File: config.mk
export PLATFORM = sky130hd
export DESIGN_NAME = floo_credit_vc_scheduler
export DESIGN_NICKNAME = d
export VERILOG_FILES = /design/src/rtl/floo_pkg.sv /design/src/rtl/floo_vc_credit_counter.sv /design/src/rtl/floo_credit_vc_scheduler.sv
export SDC_FILE = /design/constraint.sdc
export NUM_CORES = 1
export LEC_CHECK = 0
export ABC_AREA = 1
export BUFFER_PORTS_ARGS = -buffer_cell sky130_fd_sc_hd__buf_2
export CORE_MARGIN = 4
export CORE_UTILIZATION = 36
export DETAILED_ROUTE_END_ITERATION = 10
export PLACE_DENSITY_LB_ADDON = 0.25
export SLEW_MARGIN = 5
export SYNTH_ARGS = -nofsm -noshare
export SYNTH_HDL_FRONTEND = slang
export SYNTH_SLANG_ARGS = --single-unit
File: constraint.sdc
create_clock -name clk_i -period 1.93 [get_ports clk_i]
set_input_delay 0.386 -clock clk_i [delete_from_list [all_inputs] [get_ports clk_i]]
set_output_delay 0.386 -clock clk_i [all_outputs]
set_load 0.05 [all_outputs]
File: src/rtl/floo_pkg.sv
`default_nettype none
// ============================================================================
// Module      : floo_pkg
// Description : Shared types for the credit-based virtual-channel scheduler:
//               scheduler state encoding, default flit layout and an index
//               width helper.
// Revision    : 1.0 - initial release
// ============================================================================
package floo_pkg;

    // Scheduler state: free arbitration or locked onto one VC mid-packet
    typedef enum logic [0:0] {
        IDLE   = 1'b0,
        LOCKED = 1'b1
    } vc_sched_state_e;

    // Default flit layout; any flit type carrying hdr.last may be substituted
    typedef struct packed {
        logic last;
    } floo_hdr_t;

    typedef struct packed {
        floo_hdr_t   hdr;
        logic [31:0] payload;
    } floo_flit_t;

    // Width needed to index num items, never narrower than one bit
    function automatic int unsigned idx_width(input int unsigned num);
        return (num > 32'd1) ? unsigned'($clog2(num)) : 32'd1;
    endfunction

endpackage
`default_nettype wire

File: src/rtl/floo_vc_credit_counter.sv
`default_nettype none
// ============================================================================
// Module      : floo_vc_credit_counter
// Description : Per-VC credit counter. Starts full, decrements on a sent
//               flit, increments on a returned credit, saturates at the
//               downstream FIFO depth and flags overflow attempts.
// Revision    : 1.0 - initial release
// ============================================================================
module floo_vc_credit_counter #(
    parameter int unsigned CreditDepth = 4
) (
    input  logic                               clk_i,
    input  logic                               rst_ni,
    input  logic                               inc_i,
    input  logic                               dec_i,
    output logic [$clog2(CreditDepth+1)-1:0]   count_o,
    output logic                               nonzero_o
);

    localparam int unsigned CNT_W = $clog2(CreditDepth + 1);
    localparam logic [CNT_W-1:0] MAX_CNT = CNT_W'(CreditDepth);

    logic [CNT_W-1:0] r_count;

    // Credit bookkeeping; a simultaneous send and return cancel out
    always_ff @(posedge clk_i or negedge rst_ni) begin
        if (!rst_ni) begin
            r_count <= MAX_CNT;
        end else if (inc_i && !dec_i) begin
            if (r_count != MAX_CNT) begin
                r_count <= r_count + CNT_W'(1);
            end
        end else if (dec_i && !inc_i) begin
            r_count <= r_count - CNT_W'(1);
        end
    end

    assign count_o   = r_count;
    assign nonzero_o = (r_count != '0);

    // A credit returned while already full means upstream/downstream disagree
    CreditOverflow: assert property (@(posedge clk_i) disable iff (!rst_ni)
        !(inc_i && !dec_i && (r_count == MAX_CNT)));

endmodule
`default_nettype wire

File: src/rtl/floo_credit_vc_scheduler.sv
`default_nettype none
// ============================================================================
// Module      : floo_credit_vc_scheduler
// Description : Zero-latency round-robin scheduler multiplexing several
//               credit-controlled virtual channels onto one physical link.
//               Multi-flit packets lock the link to their VC until the flit
//               carrying hdr.last has been sent.
//               Optional feature macro FLOO_VC_SCHED_STATS_EN adds the
//               per-VC credit-stall counters on stall_cnt_o.
// Revision    : 1.0 - initial release
// ============================================================================
module floo_credit_vc_scheduler
    import floo_pkg::*;
#(
    parameter int unsigned NumVirtChannels = 2,
    parameter int unsigned CreditDepth     = 4,
    parameter type         flit_t          = floo_flit_t
) (
    input  logic                                   clk_i,
    input  logic                                   rst_ni,
    input  logic [NumVirtChannels-1:0]             valid_i,
    output logic [NumVirtChannels-1:0]             ready_o,
    input  flit_t [NumVirtChannels-1:0]            data_i,
    output logic                                   valid_o,
    input  logic                                   ready_i,
    output flit_t                                  data_o,
    output logic [idx_width(NumVirtChannels)-1:0]  vc_id_o,
    input  logic [NumVirtChannels-1:0]             credit_i
`ifdef FLOO_VC_SCHED_STATS_EN
    ,
    output logic [NumVirtChannels-1:0][15:0]       stall_cnt_o
`endif
);

    localparam int unsigned IDX_W = idx_width(NumVirtChannels);
    localparam int unsigned CNT_W = $clog2(CreditDepth + 1);

    vc_sched_state_e              r_state;
    logic [IDX_W-1:0]             r_lock_vc;
    logic [IDX_W-1:0]             r_rr_ptr;

    logic [CNT_W-1:0]             w_credit [NumVirtChannels];
    logic [NumVirtChannels-1:0]   w_nonzero;
    logic [NumVirtChannels-1:0]   w_eligible;
    logic [NumVirtChannels-1:0]   w_grant;
    logic [NumVirtChannels-1:0]   w_dec;
    logic [IDX_W-1:0]             w_grant_idx;
    logic [IDX_W-1:0]             w_cand;
    logic [IDX_W-1:0]             w_next_ptr;
    logic                         w_found;
    logic                         w_transfer;

    // One credit counter per VC
    for (genvar g = 0; g < NumVirtChannels; g++) begin : g_credit
        assign w_dec[g] = w_transfer & w_grant[g];

        floo_vc_credit_counter #(
            .CreditDepth (CreditDepth)
        ) u_credit (
            .clk_i     (clk_i),
            .rst_ni    (rst_ni),
            .inc_i     (credit_i[g]),
            .dec_i     (w_dec[g]),
            .count_o   (w_credit[g]),
            .nonzero_o (w_nonzero[g])
        );

        // Arbitration must never pick a VC that has no downstream space
        DecWithoutCredit: assert property (@(posedge clk_i) disable iff (!rst_ni)
            !(w_dec[g] && (w_credit[g] == '0)));
    end

    assign w_eligible = valid_i & w_nonzero;

    // Grant selection: locked VC only, else first eligible from the RR pointer
    always_comb begin
        w_grant     = '0;
        w_grant_idx = '0;
        w_cand      = '0;
        w_found     = 1'b0;
        if (NumVirtChannels == 1) begin
            w_grant[0] = w_eligible[0];
        end else if (r_state == LOCKED) begin
            w_grant[r_lock_vc] = w_eligible[r_lock_vc];
            w_grant_idx        = r_lock_vc;
        end else begin
            for (int unsigned off = 0; off < NumVirtChannels; off++) begin
                w_cand = IDX_W'((32'(r_rr_ptr) + off) % NumVirtChannels);
                if (!w_found && w_eligible[w_cand]) begin
                    w_found         = 1'b1;
                    w_grant[w_cand] = 1'b1;
                    w_grant_idx     = w_cand;
                end
            end
        end
    end

    // Link side is purely combinational; everything is held quiet in reset
    assign valid_o    = rst_ni & (|w_grant);
    assign ready_o    = (rst_ni & ready_i) ? w_grant : '0;
    assign data_o     = data_i[w_grant_idx];
    assign vc_id_o    = w_grant_idx;
    assign w_transfer = valid_o & ready_i;

    assign w_next_ptr = (w_grant_idx == IDX_W'(NumVirtChannels - 1)) ?
                        '0 : (w_grant_idx + IDX_W'(1));

    // Packet lock FSM; the RR pointer only advances at packet boundaries
    always_ff @(posedge clk_i or negedge rst_ni) begin
        if (!rst_ni) begin
            r_state   <= IDLE;
            r_lock_vc <= '0;
            r_rr_ptr  <= '0;
        end else if (w_transfer) begin
            if (data_o.hdr.last) begin
                r_state  <= IDLE;
                r_rr_ptr <= w_next_ptr;
            end else begin
                r_state   <= LOCKED;
                r_lock_vc <= w_grant_idx;
            end
        end
    end

`ifdef FLOO_VC_SCHED_STATS_EN
    // Per-VC count of cycles a VC wanted to send but had no credit
    for (genvar g = 0; g < NumVirtChannels; g++) begin : g_stats
        logic [15:0] r_stall;

        // Saturating stall counter
        always_ff @(posedge clk_i or negedge rst_ni) begin
            if (!rst_ni) begin
                r_stall <= '0;
            end else if (valid_i[g] && !w_nonzero[g] && (r_stall != 16'hFFFF)) begin
                r_stall <= r_stall + 16'd1;
            end
        end

        assign stall_cnt_o[g] = r_stall;
    end
`endif

endmodule
`default_nettype wire
==> flow_summary.ini, run 1 <==
[timing]
hold_ws_ns = 0.0338
fin_tns_setup_ns = -8.67
slew_violations = 0
worst_pin_slew_ns = 0.220
fin_crit_sh = 1.15
setup_viol = 38
fin_ws_ns = -0.289
timing.final.hold_violations = 0
period_minus_slack_ns = 2.22
maxSlewHeadroom = 0.853
fin_skew_ns = 0.00181
fmax_mhz = 451
grt_setup_unrepaired = yes

[cells_and_area]
fin_cells = 355
diodes = 0
area_growth_pct = 141
final_util = 0.935
drive_above_1_share = 0.728
final_nets = 400

[synthesis]
synth-edff-count = 0
synth_area_leader_cell = nand2_1
synth_commonest_cells = 119 x nand2_1, 14 x inv_1, 11 x nand3_1
netlist_area_mm2 = 0.00110
ys.flop_type = dfrtp_1
synthCells = 193
yosysTopAreaCellShare = 0.408
syn_area_per_cell_um2 = 5.68
synth_cell_types = 25
synth-seq-cells = 9
ys_warn_count = 0
async_reset_ff_frac = 1.00
ys_seq_area_frac = 0.208
yosys-top-cells-area = nand2_1 41%, dfrtp_1 16%, nand3_1 5.0%
synth_nets = 268
yosysMostFrequentCell = nand2_1

[power_and_ir_drop]
pwr-share-clk = 0.030
ir_drop_v = 0.00132
p_seq_frac = 0.078
leakage_nw = 1.52
power.density_mw_per_mm2 = 2010
netSwitchingFraction = 0.581
switching_power_mw = 3.10
internal_power_mw = 2.23
combPwrFrac = 0.892

[worst_setup_path]
worst_r2r_endpoint = g_credit[0].u_credit.count_o[2]
crit_fanout = 7
required_ns = 1.54
worstSetupStartpointType = flop
rr_worst_depth = 13
r2r_start = g_credit[1].u_credit.count_o[2]
r2r_slack_ns = -0.09
critPathCaptureType = output port
critical_path_arrival_ns = 1.83
critPathKind = flop to output port

[floorplan]
die_h_um = 63.2
initial_utilization = 0.387
boundaryPins = 110
core-area_mm2 = 0.00283
die_area_mm2 = 0.00399
row_count = 19
die_w_um = 63.2

[flow_run]
max-cap-violations = 0

[route]
drt_wl_total_mm = 7.49
wl_per_cell_um = 21.1
postRouteAntennaNets = 0
first_pass_iters = 4
vias = 1992
avgViaCountPerCell = 5.61
drc = 0
drt_iter0_markers = 134

[global_route]
grt_pass1_wl_mm = 7.76
gr-total-overflow = 0
antenna_found_initial = 0
grtUsageTotal = 0.241
grt_pass1_vias = 1777
grt_max_degree = 14

[clock_network]
cts-root-buf = clkbuf_4
cts_buffer_depth = 2
path_clk_slew_ns = 0.07
cts_tree = yes
ctsHoldBuffers = 0
clk_latency_ns = 0.28
cts-htree-levels = 1
cts_buffers = 3
cts_sinks = 9

[worst_hold_path]
min_path_type = input pin to asynchronous set/reset pin

[placed_design]
dpl.cell_count = 339
place_congestion = 0.819
io_buffers = 109
hpwl_mm = 3.18

[run_status]
status = finished, violations left
violations = negative setup slack
## worst max-delay path, stage by stage (launching register included)
cell      delay, ns
dfstp_2        0.57
inv_4          0.04
nand2_2        0.06
nand3_2        0.08
nand2_4        0.13
nand2_8        0.09
clkinv_8       0.09
buf_8          0.14
nand2_2        0.09
nand2_2        0.09
buf_6          0.16
## worst max path at each step
stage	endpoint	from	slack, ns
4_1_cts	data_o[27]	g_credit[1].u_credit.count_o[2]	-0.15
6_report	data_o[29]	g_credit[1].u_credit.count_o[2]	-0.29
3_3_place_gp	data_o[25]	g_credit[1].u_credit.count_o[2]	0.05
5_1_grt	data_o[29]	g_credit[1].u_credit.count_o[2]	-0.35
2_1_floorplan	data_o[10]	g_credit[1].u_credit.count_o[2]	0.03
3_5_place_dp	data_o[20]	g_credit[1].u_credit.count_o[2]	0.006
## per-stage QoR
step / worst slack [ns] / total power, mW / area (µm²)
CTS: -0.148 / 4.41 / 2280
global placement: 0.0488 / 3.24 / 1770
floorplan: 0.0310 / 2.58 / 1120
finish: -0.289 / 5.33 / 2650
global route: -0.350 / 5.54 / 2650
detailed placement: 0.00612 / 3.26 / 1770
## layer usage
layer	track usage	share of wire	up-vias
met2	0.424	0.50	145
met4	0.129	0.066	0
li1	-	-	852
met1	0.242	0.34	946
met3	0.0941	0.093	49
met5	0	0	-
## power groups by stage
stage / sequential (mW) / combinational [mW] / clock [mW]
after floorplan: 0.399 / 2.18 / 0
after global placement: 0.400 / 2.84 / 0
after detailed placement: 0.400 / 2.86 / 0
after CTS: 0.399 / 3.86 / 0.152
after global routing: 0.426 / 4.94 / 0.171
final: 0.417 / 4.76 / 0.159
## flip-flops by register name, summed over array words and instances (netlist names)
register and flops:
g_credit.u_credit.count_o 6, r_lock_vc 1, r_rr_ptr 1, r_state 1
## area by class of cell
type	instances	area [µm²]
inverter	18	83.8
clock buffer	4	26.3
tap	31	38.8
fill	81	183
multi-input combinational	160	1130
sequential	9	229
timing repair buffer	133	1140
## cells in the final DEF (no fill, tap or decap), drive strengths merged
cell,synthesis,final
nand2,127,127
a21boi,1,1
nand4,3,3
clkbuf,0,5
and2,1,1
a21oi,1,1
dfrtp,7,7
fa,2,2
nor2,3,3
o21a,1,1
o21ai,4,4
xor2,2,2
dfstp,2,2
nand3,15,15
inv,17,16
clkinv,1,2
buf,6,132
## cells by family (layout without fill, tap and decap cells)
kind of cell             count (synthesis)  in the layout  share of synthesized area
XOR/XNOR                                 2              2                     0.0160
AO/OA/AOI/OAI                            7              7                     0.0502
AND/OR/NAND/NOR                        149            149                      0.597
buffers and inverters                   24            155                     0.0925
adder cells (fa/ha/maj)                  2              2                     0.0365
flip-flops                               9              9                      0.208
## what timing repair did
item                                   4_1_cts  5_1_grt
pin swaps                                   18       25
endpoints found under the hold margin        0        0
cloned                                       1        0
resized for setup                          141       83
buffers inserted                             3        8
setup endpoints to repair                   37       39
(Power assumes the default switching activity.)
==> inputs of run 2 (changes only) <==
--- a/config.mk
+++ b/config.mk
@@ -7,8 +7,10 @@
 export LEC_CHECK = 0
 export ABC_AREA = 1
 export BUFFER_PORTS_ARGS = -buffer_cell sky130_fd_sc_hd__buf_2
+export CELL_PAD_IN_SITES_DETAIL_PLACEMENT = 1
+export CELL_PAD_IN_SITES_GLOBAL_PLACEMENT = 2
 export CORE_MARGIN = 4
-export CORE_UTILIZATION = 36
+export CORE_UTILIZATION = 15
 export DETAILED_ROUTE_END_ITERATION = 10
 export PLACE_DENSITY_LB_ADDON = 0.25
 export SLEW_MARGIN = 5
==> flow_summary.ini, run 2 (same netlist as run 1, synthesis figures left out) <==
[run_status]
status = finished, violations left
violations = negative setup slack

[floorplan]
boundaryPins = 110
die_area_mm2 = 0.00874
initial_utilization = 0.158
die_h_um = 93.5
die_w_um = 93.5
row_count = 30
core-area_mm2 = 0.00694

[global_route]
gr-total-overflow = 0
antenna_found_initial = 0
grt_pass1_vias = 1921
grtUsageTotal = 0.116
grtUsageMet3 = 0.0555
busiest_layer = met2
use_met2 = 0.229
met1_usage = 0.111
grt_max_degree = 19
grt_pass1_wl_mm = 8.28

[timing]
fmax_mhz = 482
fin_skew_ns = 0.00439
period_minus_slack_ns = 2.07
fin_tns_setup_ns = -4.67
fin_crit_sh = 1.07
grt_setup_unrepaired = yes
worst_pin_slew_ns = 0.237
setup_viol = 38
fin_ws_ns = -0.143
timing.final.hold_violations = 0
slew_violations = 0
maxSlewHeadroom = 0.842

[clock_network]
cts_sinks = 9
cts_buffers = 3
cts-root-buf = clkbuf_8
clk_latency_ns = 0.24
cts_buffer_depth = 2
cts_tree = yes
ctsHoldBuffers = 0
cts-htree-levels = 1
path_clk_slew_ns = 0.05

[placed_design]
placed_area_mm2 = 0.00189
io_buffers = 109
place_congestion = 0.710
hpwl_mm = 4.02
place_ws_ns = -0.0268

[worst_setup_path]
critPathCaptureType = output port
critPathKind = flop to output port
worstSetupStartpointType = flop
crit_fanout = 7
required_ns = 1.54
critical_path_arrival_ns = 1.69

[cells_and_area]
largest_reg_flops = 6
diodes = 0
design_area_mm2 = 0.00284
final_common_cell = buf_2
final_nets = 410
layout_common_cells = 72 x buf_2, 54 x nand2_2, 52 x nand2_1, 34 x buf_8, 21 x buf_4
drive_above_1_share = 0.728
area_growth_pct = 159

[worst_hold_path]
min_path_type = input pin to asynchronous set/reset pin

[route]
drt_wl_total_mm = 5.52
vias = 1707
first_pass_iters = 3
wl_per_cell_um = 12.8
drc = 0
drt_iter0_markers = 5
postRouteAntennaNets = 0
avgViaCountPerCell = 3.97

[flow_run]
max-cap-violations = 0

[power_and_ir_drop]
ir_drop_v = 0.000887
power.density_mw_per_mm2 = 1900
leakage_nw = 1.55
## run 2: metrics by stage
stage               power, mW  hold WS [ns]  cells   util
floorplan                2.58        0.0904    193      -
global placement         3.41         0.326    406  0.272
detailed placement       3.45         0.331    406  0.272
CTS                      4.70        0.0727    423  0.351
global route             5.72        0.0751    430  0.410
finish                   5.40        0.0757    430  0.410
## run 2: worst max-delay path, cell delays in order, from the launching register on
cell,delay [ns]
dfstp_2,0.54
inv_2,0.05
nand2_2,0.05
nand3_2,0.08
nand2_4,0.12
nand2_8,0.08
clkinv_8,0.10
clkbuf_16,0.15
nand2_2,0.05
nand2_2,0.07
buf_8,0.14
## run 2: timing repair
action	in CTS	in global routing
gates cloned	1	3
hold endpoints to repair	0	0
resized for setup	119	93
endpoints found under the setup margin	37	43
setup buffers	12	7
pin swaps	8	35
## run 2: layout make-up
type | count | area [µm²]
Clock buffer | 4 | 45.0
Fill cell | 857 | 4100
Inverter | 18 | 86.3
Multi-Input combinational cell | 160 | 1070
Sequential cell | 9 | 228
Tap cell | 96 | 120
Timing Repair Buffer | 143 | 1290
## run 2: path summary, 6_finish.rpt
path                       depth (start not counted)                               to                            start  slack (ns)
setup / recovery                                  10                        data_o[7]  g_credit[1].u_credit.count_o[2]       -0.14
hold / removal                                     2                          r_state                           rst_ni        0.08
setup reg to reg                                  13  g_credit[0].u_credit.count_o[2]  g_credit[1].u_credit.count_o[2]       -0.01
hold reg to reg                                    2                         r_rr_ptr                         r_rr_ptr        0.57
max in group asynchronous                          2  g_credit[0].u_credit.count_o[2]                           rst_ni        1.63
min in group clk_i                                 4                        r_lock_vc                       data_i[65]        0.47
## run 2: routing by layer
layer  wire length (µm)  share of wire
met5                  0              0
met4                 12         0.0022
met3                500          0.091
met2               3010           0.54
met1               2000           0.36
## run 2: power breakdown
part | leakage, nW | internal, mW | switching, mW
logic | 1.42 | 2.07 | 2.69
clock network | 0.0228 | 0.145 | 0.0837
registers | 0.105 | 0.302 | 0.105
